File: config.mk
export PLATFORM = sky130hd
export DESIGN_NAME = regfile_wb_arbiter
export DESIGN_NICKNAME = d
export VERILOG_FILES = /design/src/rtl/regfile_wb_arbiter.sv
export SDC_FILE = /design/constraint.sdc
export NUM_CORES = 1
export LEC_CHECK = 0
export ABC_AREA = 1
export CAP_MARGIN = 20
export CORE_MARGIN = 5
export CORE_UTILIZATION = 32
export CTS_CLUSTER_SIZE = 24
export DETAILED_ROUTE_END_ITERATION = 12
export GPL_ROUTABILITY_DRIVEN = 0
export PLACE_DENSITY_LB_ADDON = 0.15
export SETUP_SLACK_MARGIN = 0.5
export SLEW_MARGIN = 20
export SYNTH_ARGS = -nofsm -noshare
export SYNTH_HDL_FRONTEND = slang
export SYNTH_SLANG_ARGS = --single-unit
export TNS_END_PERCENT = 100
File: constraint.sdc
create_clock -name clk -period 1.4 [get_ports clk]
set_clock_uncertainty 0.2 [all_clocks]
set_input_delay 0.28 -clock clk [delete_from_list [all_inputs] [get_ports clk]]
set_output_delay 0.28 -clock clk [all_outputs]
set_load 0.01 [all_outputs]
File: src/rtl/regfile_wb_arbiter.sv
// regfile_wb_arbiter
//   Shares the register file write port between the pipeline writeback (wb0)
//   and the long-latency writeback (wb1). wb0 normally wins. wb1 takes forced
//   priority once it has been refused MAX_WAIT cycles in a row. The winning
//   write is registered onto RegWrite/WriteAddr/WriteData with latency 1.
//   Optional feature macro: SCOREBOARD_EN
//     When defined, a busy bit per register tracks outstanding wb1 writes.
//     When undefined, rs1Busy/rs2Busy are tied low and issue* is ignored.
module regfile_wb_arbiter #(
  parameter int XLEN     = 32,
  parameter int NREG     = 32,
  parameter int MAX_WAIT = 4
) (
  input  logic            clk,
  input  logic            rst_n,
  input  logic            wb0Valid,
  output logic            wb0Ready,
  input  logic [4:0]      wb0Addr,
  input  logic [XLEN-1:0] wb0Data,
  input  logic            wb1Valid,
  output logic            wb1Ready,
  input  logic [4:0]      wb1Addr,
  input  logic [XLEN-1:0] wb1Data,
  input  logic            issueValid,
  input  logic [4:0]      issueAddr,
  input  logic [4:0]      rs1Addr,
  input  logic [4:0]      rs2Addr,
  output logic            rs1Busy,
  output logic            rs2Busy,
  output logic            RegWrite,
  output logic [4:0]      WriteAddr,
  output logic [XLEN-1:0] WriteData
);

  localparam logic [2:0] MAX_WAIT_C = 3'(MAX_WAIT);

  logic            force_s;
  logic            grant0_s;
  logic            grant1_s;
  logic [2:0]      wait_cnt_d, wait_cnt_q;
  logic            reg_write_d, reg_write_q;
  logic [4:0]      write_addr_d, write_addr_q;
  logic [XLEN-1:0] write_data_d, write_data_q;

  // Pick one winner per cycle; nobody is granted while reset is asserted.
  always_comb begin
    force_s  = wb1Valid && (wait_cnt_q == MAX_WAIT_C);
    grant0_s = 1'b0;
    grant1_s = 1'b0;
    if (!rst_n) begin
      grant0_s = 1'b0;
      grant1_s = 1'b0;
    end else if (force_s) begin
      grant1_s = 1'b1;
    end else if (wb0Valid) begin
      grant0_s = 1'b1;
    end else if (wb1Valid) begin
      grant1_s = 1'b1;
    end else begin
      grant0_s = 1'b0;
      grant1_s = 1'b0;
    end
  end

  assign wb0Ready = grant0_s;
  assign wb1Ready = grant1_s;

  // Count consecutive wb1 refusals, saturating at the forcing threshold.
  always_comb begin
    wait_cnt_d = wait_cnt_q;
    if (!wb1Valid || grant1_s) begin
      wait_cnt_d = 3'd0;
    end else if (wait_cnt_q < MAX_WAIT_C) begin
      wait_cnt_d = wait_cnt_q + 3'd1;
    end else begin
      wait_cnt_d = wait_cnt_q;
    end
  end

  // Next register-file write: x0 writes are accepted but never enabled.
  always_comb begin
    reg_write_d  = 1'b0;
    write_addr_d = write_addr_q;
    write_data_d = write_data_q;
    if (grant1_s) begin
      reg_write_d  = (wb1Addr != 5'd0);
      write_addr_d = wb1Addr;
      write_data_d = wb1Data;
    end else if (grant0_s) begin
      reg_write_d  = (wb0Addr != 5'd0);
      write_addr_d = wb0Addr;
      write_data_d = wb0Data;
    end else begin
      reg_write_d  = 1'b0;
    end
  end

  // Arbiter state and registered write port.
  always_ff @(posedge clk or negedge rst_n) begin
    if (!rst_n) begin
      wait_cnt_q   <= 3'd0;
      reg_write_q  <= 1'b0;
      write_addr_q <= 5'd0;
      write_data_q <= '0;
    end else begin
      wait_cnt_q   <= wait_cnt_d;
      reg_write_q  <= reg_write_d;
      write_addr_q <= write_addr_d;
      write_data_q <= write_data_d;
    end
  end

  assign RegWrite  = reg_write_q;
  assign WriteAddr = write_addr_q;
  assign WriteData = write_data_q;

`ifdef SCOREBOARD_EN
  logic [NREG-1:0] busy_d, busy_q;

  // Clear on wb1 transfer, then set on issue so a same-edge set wins.
  always_comb begin
    busy_d = busy_q;
    if (grant1_s) begin
      busy_d[wb1Addr] = 1'b0;
    end else begin
      busy_d[wb1Addr] = busy_q[wb1Addr];
    end
    if (issueValid && (issueAddr != 5'd0)) begin
      busy_d[issueAddr] = 1'b1;
    end else begin
      busy_d[0] = 1'b0;
    end
  end

  // Busy bit storage.
  always_ff @(posedge clk or negedge rst_n) begin
    if (!rst_n) begin
      busy_q <= '0;
    end else begin
      busy_q <= busy_d;
    end
  end

  assign rs1Busy = busy_q[rs1Addr];
  assign rs2Busy = busy_q[rs2Addr];
`else
  logic unused_s;
  assign unused_s = ^{issueValid, issueAddr, rs1Addr, rs2Addr};
  assign rs1Busy  = 1'b0;
  assign rs2Busy  = 1'b0;
`endif

endmodule
==> impl_metrics.env, run 1 <==
export IMPL_setup_worst_path_class="flop to primary output"
export IMPL_synthToLayoutAreaGrowth_pct=77.8
export IMPL_clockBufferDepth=2
export IMPL_r2r_start="wait_cnt_q[0]"
export IMPL_hpwl_mm=4.42
export IMPL_wl_mm=6.39
export IMPL_nNetsFinal=486
export IMPL_synthFlopType="dfrtp_1"
export IMPL_rows=28
export IMPL_hold_viol=1
export IMPL_antenna_cells=0
export IMPL_period_share_pct=129
export IMPL_initial_core_util_pct=33.2
export IMPL_setup_ws_ns=-0.401
export IMPL_timing_hold_ws_ns=-0.00128
export IMPL_ys_top_cells_by_area="dfrtp_1 (52%), nand3_1 (19%), nand2_1 (16%)"
export IMPL_fin_crit_ns=1.80
export IMPL_die_area_sq_um=7860
export IMPL_fp_dieW_um=88.7
export IMPL_drt_iter0_drc=110
export IMPL_slew_viol_final=0
export IMPL_yosysTopAreaCell="dfrtp_1"
export IMPL_synth_edf_count=0
export IMPL_holdCritPathClass="input pin to async pin"
export IMPL_ioPinCount=136
export IMPL_cts_sinks=41
export IMPL_antenna_found_initial=0
export IMPL_status="finished, violations left"
export IMPL_post_route_util_pct=59.1
export IMPL_critPathSlowestCell="dfrtp_1"
export IMPL_crit_buf_inv=4
export IMPL_ys_seq_elements=41
export IMPL_reg2reg_to="WriteData[11]"
export IMPL_drt_pass1_iter_count=4
export IMPL_grt_pass1_wl_mm=9.83
export IMPL_syn_area_sq_um=1980
export IMPL_cp_arrival_ns=1.32
export IMPL_num_vias=2168
export IMPL_synth_seq_area_share_pct=51.8
export IMPL_drive_gt1_share_pct=24.6
export IMPL_cp_top_family="flip-flops"
export IMPL_cts_root_buf="clkbuf_8"
export IMPL_startpoint_type="flop"
export IMPL_cp_data_required_time_ns=0.92
export IMPL_p_leak_uw=0.00173
export IMPL_endpoint_kind="primary output"
export IMPL_path_max_fanout=2
export IMPL_synth_top_area_share_pct=51.8
export IMPL_slowest_delay_ns=0.41
export IMPL_regToRegSetupSlack_ns=-0.32
export IMPL_vdd_drop_max_mv=0.465
export IMPL_dp_slack_ns=-0.876
export IMPL_dieHeight_um=88.7
export IMPL_netlist_top_cells_count="nand2_1 (85), nand3_1 (76), dfrtp_1 (41)"
export IMPL_cts_max_level=2
export IMPL_async_flop_share_pct=100
export IMPL_grt_usage_pct=16.1
export IMPL_design_core_area_sq_um=5960
export IMPL_rsz0062_at_grt="true"
export IMPL_post_drt_via_cell_ratio=4.65
export IMPL_io_buffers=117
export IMPL_wl_per_cell_um=13.7
export IMPL_cts_tree="done"
export IMPL_cts_made_buffers=5
export IMPL_cap_violations=0
export IMPL_grt_max_degree=52
export IMPL_postSynthCellCount=245
export IMPL_grt_overflow_total=0
export IMPL_synth_cell_type_count=17
export IMPL_finalSetupViolations=43
export IMPL_fmax_ghz=0.555
export IMPL_clk_latency_ns=0.29
export IMPL_clk_pin_slew_ns=0.08
export IMPL_power_density_nw_per_um2=1030
export IMPL_grt_pass1_vias=2172
export IMPL_yosysWarnings=0
export IMPL_total_power_uw=3620
export IMPL_post_synth_top_count_cell="nand2_1"
export IMPL_path_cells="inv_2, ha_4, nand3_4, buf_6, nand2_4, inv_2, buf_6"
export IMPL_violations="negative hold slack, negative setup slack"
export IMPL_worst_r2r_cell_count=9
export IMPL_syn_area_per_cell_sq_um=8.08
export IMPL_ant_nets=0
export IMPL_drc=0
-- flip-flops by register name, summed over array words and instances, names as in the netlist --
| name | cells |
|---|---|
| WriteData | 32 |
| WriteAddr | 5 |
| wait_cnt_q | 3 |
| RegWrite | 1 |
-- worst min-delay path, delay by kind of cell --
kind,cells,cell delay [ns]
buffers and inverters,4,0.59
-- per-stage QoR --
stage	setup TNS, ns	std cells	cell area, sq um
floorplan	-2.07	246	2000
global placement	-27.89	438	3290
detailed placement	-29.00	438	3290
CTS	-11.54	455	3370
global route	-16.59	466	3520
finish	-11.96	466	3520
-- cell usage in the layout, fill, tap and decap left out, types with 3 or more instances in the layout --
cell type        instances
clkdlybuf4s50_1         75
buf_2                   25
dfrtp_1                 41
nand2_4                  3
buf_6                   19
inv_2                    3
clkbuf_8                 5
inv_1                    5
nor2_1                   8
buf_4                   30
nand2_1                 84
nand3_1                 75
-- per-layer routing --
metal	up-vias	wire length (um)	part of all wire, %	global-route usage, %
met5	-	0	0	0
met4	0	78	1.2	5.63
met3	8	453	7.1	3.07
met2	74	3340	52	29.6
met1	1004	2510	39	18.4
li1	1082	-	-	-
-- kinds of logic after synthesis --
family | Yosys count | synth area share [%]
AO/OA/AOI/OAI | 1 | 0.443
XOR/XNOR | 1 | 0.443
adder cells (fa/ha/maj) | 2 | 1.26
buffers and inverters | 25 | 7.27
flip-flops | 41 | 51.8
other | 1 | 0.189
AND/OR/NAND/NOR | 174 | 38.6
-- report_power, final --
group	switching (uW)	internal (uW)
clock	423	709
sequential	90.0	1340
combinational	446	608
total	960	2660
-- worst max-delay path by stage --
stage,from,endpoint,slack (ns),cells after the start
2_1_floorplan,wait_cnt_q[0],WriteAddr[4],-0.09,9
3_3_place_gp,wb1Valid,wb0Ready,-0.86,6
3_5_place_dp,wb1Valid,wb0Ready,-0.88,6
4_1_cts,wait_cnt_q[1],wb0Ready,-0.40,7
5_1_grt,wait_cnt_q[0],wb0Ready,-0.47,7
6_report,wait_cnt_q[0],wb0Ready,-0.40,7
-- area by class of cell --
class | count | area, sq um
clock buffer | 5 | 68.8
multi-input combinational | 180 | 856
inverter | 9 | 36.3
tap | 75 | 93.8
timing repair buffer | 153 | 1370
clock inverter | 3 | 65.1
fill | 568 | 2440
sequential | 41 | 1030
-- timing repair --
action / 4_1_cts / 5_1_grt
setup endpoints to repair: 81 / 81
gates resized for setup: 177 / 11
cloned: 0 / 0
hold buffers: 1 / 0
endpoints found under the hold margin: 1 / 0
pin swaps: 3 / 4
buffers inserted: 8 / 11
Power figures use the tool's default switching activity.
==> run 2, diff against run 1 <==
--- a/config.mk
+++ b/config.mk
@@ -18,4 +18,4 @@
 export SYNTH_ARGS = -nofsm -noshare
 export SYNTH_HDL_FRONTEND = slang
 export SYNTH_SLANG_ARGS = --single-unit
-export TNS_END_PERCENT = 100
+export TNS_END_PERCENT = 30
==> run 2 against run 1 <==
Critical endpoint unchanged. First-iteration DRC count is 61% lower. Critical path depth stayed put. Die area unchanged. Cell count fell by 4.5%. The flow still finishes with violations (negative hold slack, negative setup slack).
==> impl_metrics.env, run 2 (synthesized netlist as in run 1, its figures left out) <==
export IMPL_status="finished, violations left"
export IMPL_violations="negative hold slack, negative setup slack"
export IMPL_antenna_found_initial=0
export IMPL_clk_latency_ns=0.30
export IMPL_clockBufferDepth=2
export IMPL_final_cell_mix="nand2_1 (83), clkdlybuf4s50_1 (76), nand3_1 (75)"
export IMPL_slew_viol_final=0
export IMPL_slowest_delay_ns=0.40
export IMPL_rows=28
export IMPL_mostFrequentLayoutCell="nand2_1"
export IMPL_hpwl_mm=4.37
export IMPL_ant_nets=0
export IMPL_cts_max_level=2
export IMPL_wl_per_cell_um=14.2
export IMPL_dieHeight_um=88.7
export IMPL_grt_max_degree=41
export IMPL_design_core_area_sq_um=5960
export IMPL_grt_pass1_wl_mm=10.2
export IMPL_antenna_cells=0
export IMPL_grt_usage_pct=16.7
export IMPL_cts_tree="done"
export IMPL_timing_hold_ws_ns=-0.121
export IMPL_path_cells="inv_2, ha_4, nand3_4, buf_6, nand2_4, inv_4, buf_6"
export IMPL_power_density_nw_per_um2=1010
export IMPL_p_leak_uw=0.00161
export IMPL_fmax_ghz=0.551
export IMPL_stdcell_count=445
export IMPL_finalSetupViolations=39
export IMPL_largest_reg_flops=32
export IMPL_dp_cells=433
export IMPL_cts_sinks=41
export IMPL_nNetsFinal=465
export IMPL_rsz0062_at_grt="true"
export IMPL_num_vias=2084
export IMPL_r2r_start="wait_cnt_q[0]"
export IMPL_drt_iter0_drc=43
export IMPL_tns_ns=-11.92
export IMPL_fill_cells=595
export IMPL_drc=0
export IMPL_cap_violations=0
export IMPL_critPathSlowestCell="dfrtp_1"
export IMPL_io_buffers=117
export IMPL_cp_arrival_ns=1.33
export IMPL_clk_pin_slew_ns=0.08
export IMPL_die_area_sq_um=7860
export IMPL_startpoint_type="flop"
export IMPL_setup_ws_ns=-0.414
export IMPL_setup_worst_path_class="flop to primary output"
export IMPL_critPathLaunch="wait_cnt_q[0]"
export IMPL_grt_pass1_vias=2130
export IMPL_wl_mm=6.33
export IMPL_period_share_pct=130
export IMPL_synthToLayoutAreaGrowth_pct=68.9
export IMPL_path_max_fanout=2
export IMPL_hold_viol=41
export IMPL_vdd_drop_max_mv=0.516
export IMPL_post_drt_via_cell_ratio=4.68
export IMPL_initial_core_util_pct=33.2
export IMPL_drive_gt1_share_pct=20.8
export IMPL_fin_crit_ns=1.81
export IMPL_endpoint_kind="primary output"
export IMPL_ioPinCount=136
export IMPL_critPathMostFrequentCell="buf_6"
export IMPL_fp_dieW_um=88.7
export IMPL_drt_pass1_iter_count=4
export IMPL_cts_root_buf="clkbuf_8"
export IMPL_cts_made_buffers=5
export IMPL_cp_data_required_time_ns=0.92
export IMPL_grt_overflow_total=0
export IMPL_holdCritPathClass="input pin to async pin"
run 2: layout make-up:
cell class              instances  area, sq um  area share [%]
repair buffers                132         1200            36.0
flip-flops and latches         41         1030            30.7
multi-input cells             180          866            25.9
well taps                      75         93.8            2.81
clock buffers                   7         86.3            2.58
inverters                       9         36.3            1.09
clock inverters                 1         30.0           0.898
run 2: routing by layer:
layer,share of wire (%),GRT usage (%),up-vias
met1,40,19.6,974
met5,0,0,-
met2,51,29.4,65
met3,7.4,5.12,7
li1,-,-,1038
met4,1.3,4.53,0
run 2: worst paths after layout:
check | endpoint | slack, ns | cells after the start
worst max-delay path | wb0Ready | -0.41 | 7
worst min-delay path | wait_cnt_q[2] | -0.12 | 2
worst max register to register | WriteData[0] | -0.33 | 9
worst min register to register | WriteData[10] | 0.30 | 2
max in group asynchronous | WriteData[10] | 0.77 | 2
min in group clk | wait_cnt_q[2] | 0.21 | 5
run 2: timing repair:
item                                    in CTS  in global routing
setup buffers                                3                  1
gates cloned                                 0                  0
gates resized for setup                    175                 17
hold endpoints to repair                    41                 41
pin swaps                                    1                  2
endpoints found under the setup margin      81                 81
run 2: where the power goes:
part	internal, uW	total [uW]	switching (uW)
Clock	581	985	404
Sequential	1340	1440	98.6
Combinational	532	962	430
run 2: critical path: cells and delay by family, from the launching register on:
family / cells / cell delay, ns
adders and majority gates: 1 / 0.14
buffers and inverters: 4 / 0.36
DFF: 1 / 0.40
and+or+nand+nor: 2 / 0.14
run 2: through the flow:
| step | setup WS [ns] | hold slack [ns] | utilization, % | power, uW | instance area (sq um) |
|---|---|---|---|---|---|
| final | -0.414 | -0.121 | 56.1 | 3390 | 3340 |
| after global routing | -0.478 | -0.0859 | 56.1 | 3610 | 3340 |
| after CTS | -0.443 | -0.102 | 54.5 | 3360 | 3250 |
| after detailed placement | -0.743 | 0.197 | 54.3 | 2460 | 3230 |
| after global placement | -0.714 | 0.198 | 54.3 | 2440 | 3230 |
| after floorplan | -0.0877 | -0.216 | - | 1810 | 1990 |
==> run 3, diff against run 2 <==
--- a/config.mk
+++ b/config.mk
@@ -7,6 +7,7 @@
 export LEC_CHECK = 0
 export ABC_AREA = 1
 export CAP_MARGIN = 20
+export CORE_ASPECT_RATIO = 0.6
 export CORE_MARGIN = 5
 export CORE_UTILIZATION = 32
 export CTS_CLUSTER_SIZE = 24
==> run 3 against run 2 <==
The run still ends with negative hold slack, negative setup slack left. Die area up 0.65%. Sequential power about the same. Clock power down 13%. Global-route usage up 0.30 points. Register-to-register slack better by 0.02 ns. Clock-buffer cell count unchanged. Sequential share of layout area down 0.10 points. Hold slack worse by 0.091 ns.
==> impl_metrics.env, run 3 (synthesized netlist as in run 1, its figures left out) <==
export IMPL_cp_data_required_time_ns=0.92
export IMPL_cts_max_level=2
export IMPL_dp_slack_ns=-0.854
export IMPL_antenna_cells=0
export IMPL_r2r_start="wait_cnt_q[1]"
export IMPL_combPwrFrac_pct=30.0
export IMPL_violations="negative hold slack, negative setup slack"
export IMPL_grt_overflow_total=0
export IMPL_drt_pass1_iter_count=4
export IMPL_cp_arrival_ns=1.31
export IMPL_seqPwrFrac_pct=43.9
export IMPL_cp_top_family="flip-flops"
export IMPL_setup_worst_path_class="flop to primary output"
export IMPL_grt_use_met3_pct=6.24
export IMPL_final_cell_mix="nand2_1 (85), nand3_1 (76), clkdlybuf4s50_1 (75)"
export IMPL_initial_core_util_pct=32.7
export IMPL_mostFrequentLayoutCell="nand2_1"
export IMPL_drive_gt1_share_pct=21.1
export IMPL_num_vias=2102
export IMPL_nNetsFinal=470
export IMPL_grt_use_met1_pct=24.8
export IMPL_dp_cells=445
export IMPL_stdcell_count=459
export IMPL_design_core_area_sq_um=6060
export IMPL_period_share_pct=128
export IMPL_endpoint_kind="primary output"
export IMPL_relSlewSlack_pct=66.4
export IMPL_rows=22
export IMPL_vdd_drop_max_mv=0.446
export IMPL_path_cells="inv_2, ha_4, nand3_4, buf_6, nand2_4, inv_4, buf_6"
export IMPL_fill_cells=600
export IMPL_wl_per_cell_um=14.4
export IMPL_drc=0
export IMPL_clk_latency_ns=0.29
export IMPL_clockBufferDepth=2
export IMPL_p_int_uw=2330
export IMPL_final_area_sq_um=3350
export IMPL_cts_tree="done"
export IMPL_clock_power_share_pct=26.1
export IMPL_grt_pass1_wl_mm=10.9
export IMPL_p_leak_uw=0.00162
export IMPL_fin_crit_ns=1.79
export IMPL_cts_root_buf="clkbuf_8"
export IMPL_holdCritPathClass="input pin to async pin"
export IMPL_rsz0062_at_grt="true"
export IMPL_finalSetupViolations=40
export IMPL_post_dp_cell_area_sq_um=3270
export IMPL_slew_viol_final=0
export IMPL_synthToLayoutAreaGrowth_pct=69.5
export IMPL_grt_pass1_vias=2160
export IMPL_grt_max_degree=46
export IMPL_slowest_delay_ns=0.40
export IMPL_cap_violations=0
export IMPL_cts_made_buffers=5
export IMPL_power_density_nw_per_um2=977
export IMPL_die_area_sq_um=7910
export IMPL_antenna_found_initial=0
export IMPL_fp_dieW_um=112
export IMPL_hold_viol=41
export IMPL_clk_pin_slew_ns=0.08
export IMPL_dieHeight_um=70.9
export IMPL_status="finished, violations left"
export IMPL_drt_iter0_drc=121
export IMPL_critPathMostFrequentCell="buf_6"
export IMPL_fmax_ghz=0.557
export IMPL_critPathSlowestCell="dfrtp_1"
export IMPL_crit_buf_inv=4
export IMPL_path_max_fanout=2
export IMPL_swShare_pct=28.8
export IMPL_setup_ws_ns=-0.394
export IMPL_post_drt_via_cell_ratio=4.58
export IMPL_largest_reg_flops=32
export IMPL_ant_nets=0
export IMPL_grtUsageMet2_pct=24.2
export IMPL_cts_sinks=41
export IMPL_hpwl_mm=4.60
export IMPL_ioPinCount=136
export IMPL_post_route_util_pct=55.4
export IMPL_critPathLaunch="wait_cnt_q[1]"
export IMPL_p_sw_uw=944
export IMPL_worst_slew_pin_slew_ns=0.505
export IMPL_startpoint_type="flop"
export IMPL_wl_mm=6.60
export IMPL_grt_usage_pct=17.0
export IMPL_grt_busiest_layer="met1"
export IMPL_io_buffers=117
export IMPL_timing_hold_ws_ns=-0.211
==> run 3: repair_timing <==
item,in CTS,in global routing
setup buffers,3,3
endpoints found under the hold margin,41,41
pin swaps,1,1
resized for setup,178,9
endpoints found under the setup margin,81,81
==> run 3: through the flow <==
step | hold WS (ns) | power (uW) | TNS (ns)
2_1_floorplan | -0.216 | 1810 | -2.07
3_3_place_gp | 0.0960 | 2460 | -26.44
3_5_place_dp | 0.0954 | 2470 | -28.17
4_1_cts | -0.227 | 3270 | -11.60
5_1_grt | -0.223 | 3480 | -16.62
6_report | -0.211 | 3280 | -11.46
==> run 3: final timing paths <==
path                                  to  slack [ns]  cells past startpoint
max                             wb0Ready       -0.39                      7
min                         WriteData[2]       -0.21                      2
max reg2reg                WriteData[28]       -0.31                      9
min reg2reg                WriteData[28]        0.29                      2
max in group asynchronous  WriteData[30]        0.72                      2
min in group clk           WriteData[28]        0.29                      2
==> run 3: layer usage <==
metal  routed length, um  vias to the layer above
met2                2760                       81
li1                    -                     1048
met3                 569                        5
met5                   0                        -
met1                3230                      968
met4                  39                        0
==> run 3: power by group through the flow <==
stage                     clock (uW)  combinational [uW]  sequential (uW)
after detailed placement           0                1020             1450
final                            855                 982             1440
after CTS                        894                 944             1430
after global placement             0                1020             1440
after global routing             941                1080             1460
after floorplan                    0                 286             1520
==> run 3: final cells by class <==
cell class                      count  area, sq um  area share [%]
Sequential cell                    41         1030            30.6
Clock inverter                      1         5.00           0.149
Timing Repair Buffer              137         1240            36.9
Multi-Input combinational cell    180          848            25.3
Inverter                            9         36.3            1.08
Tap cell                           84          105            3.13
Clock buffer                        7         96.3            2.87
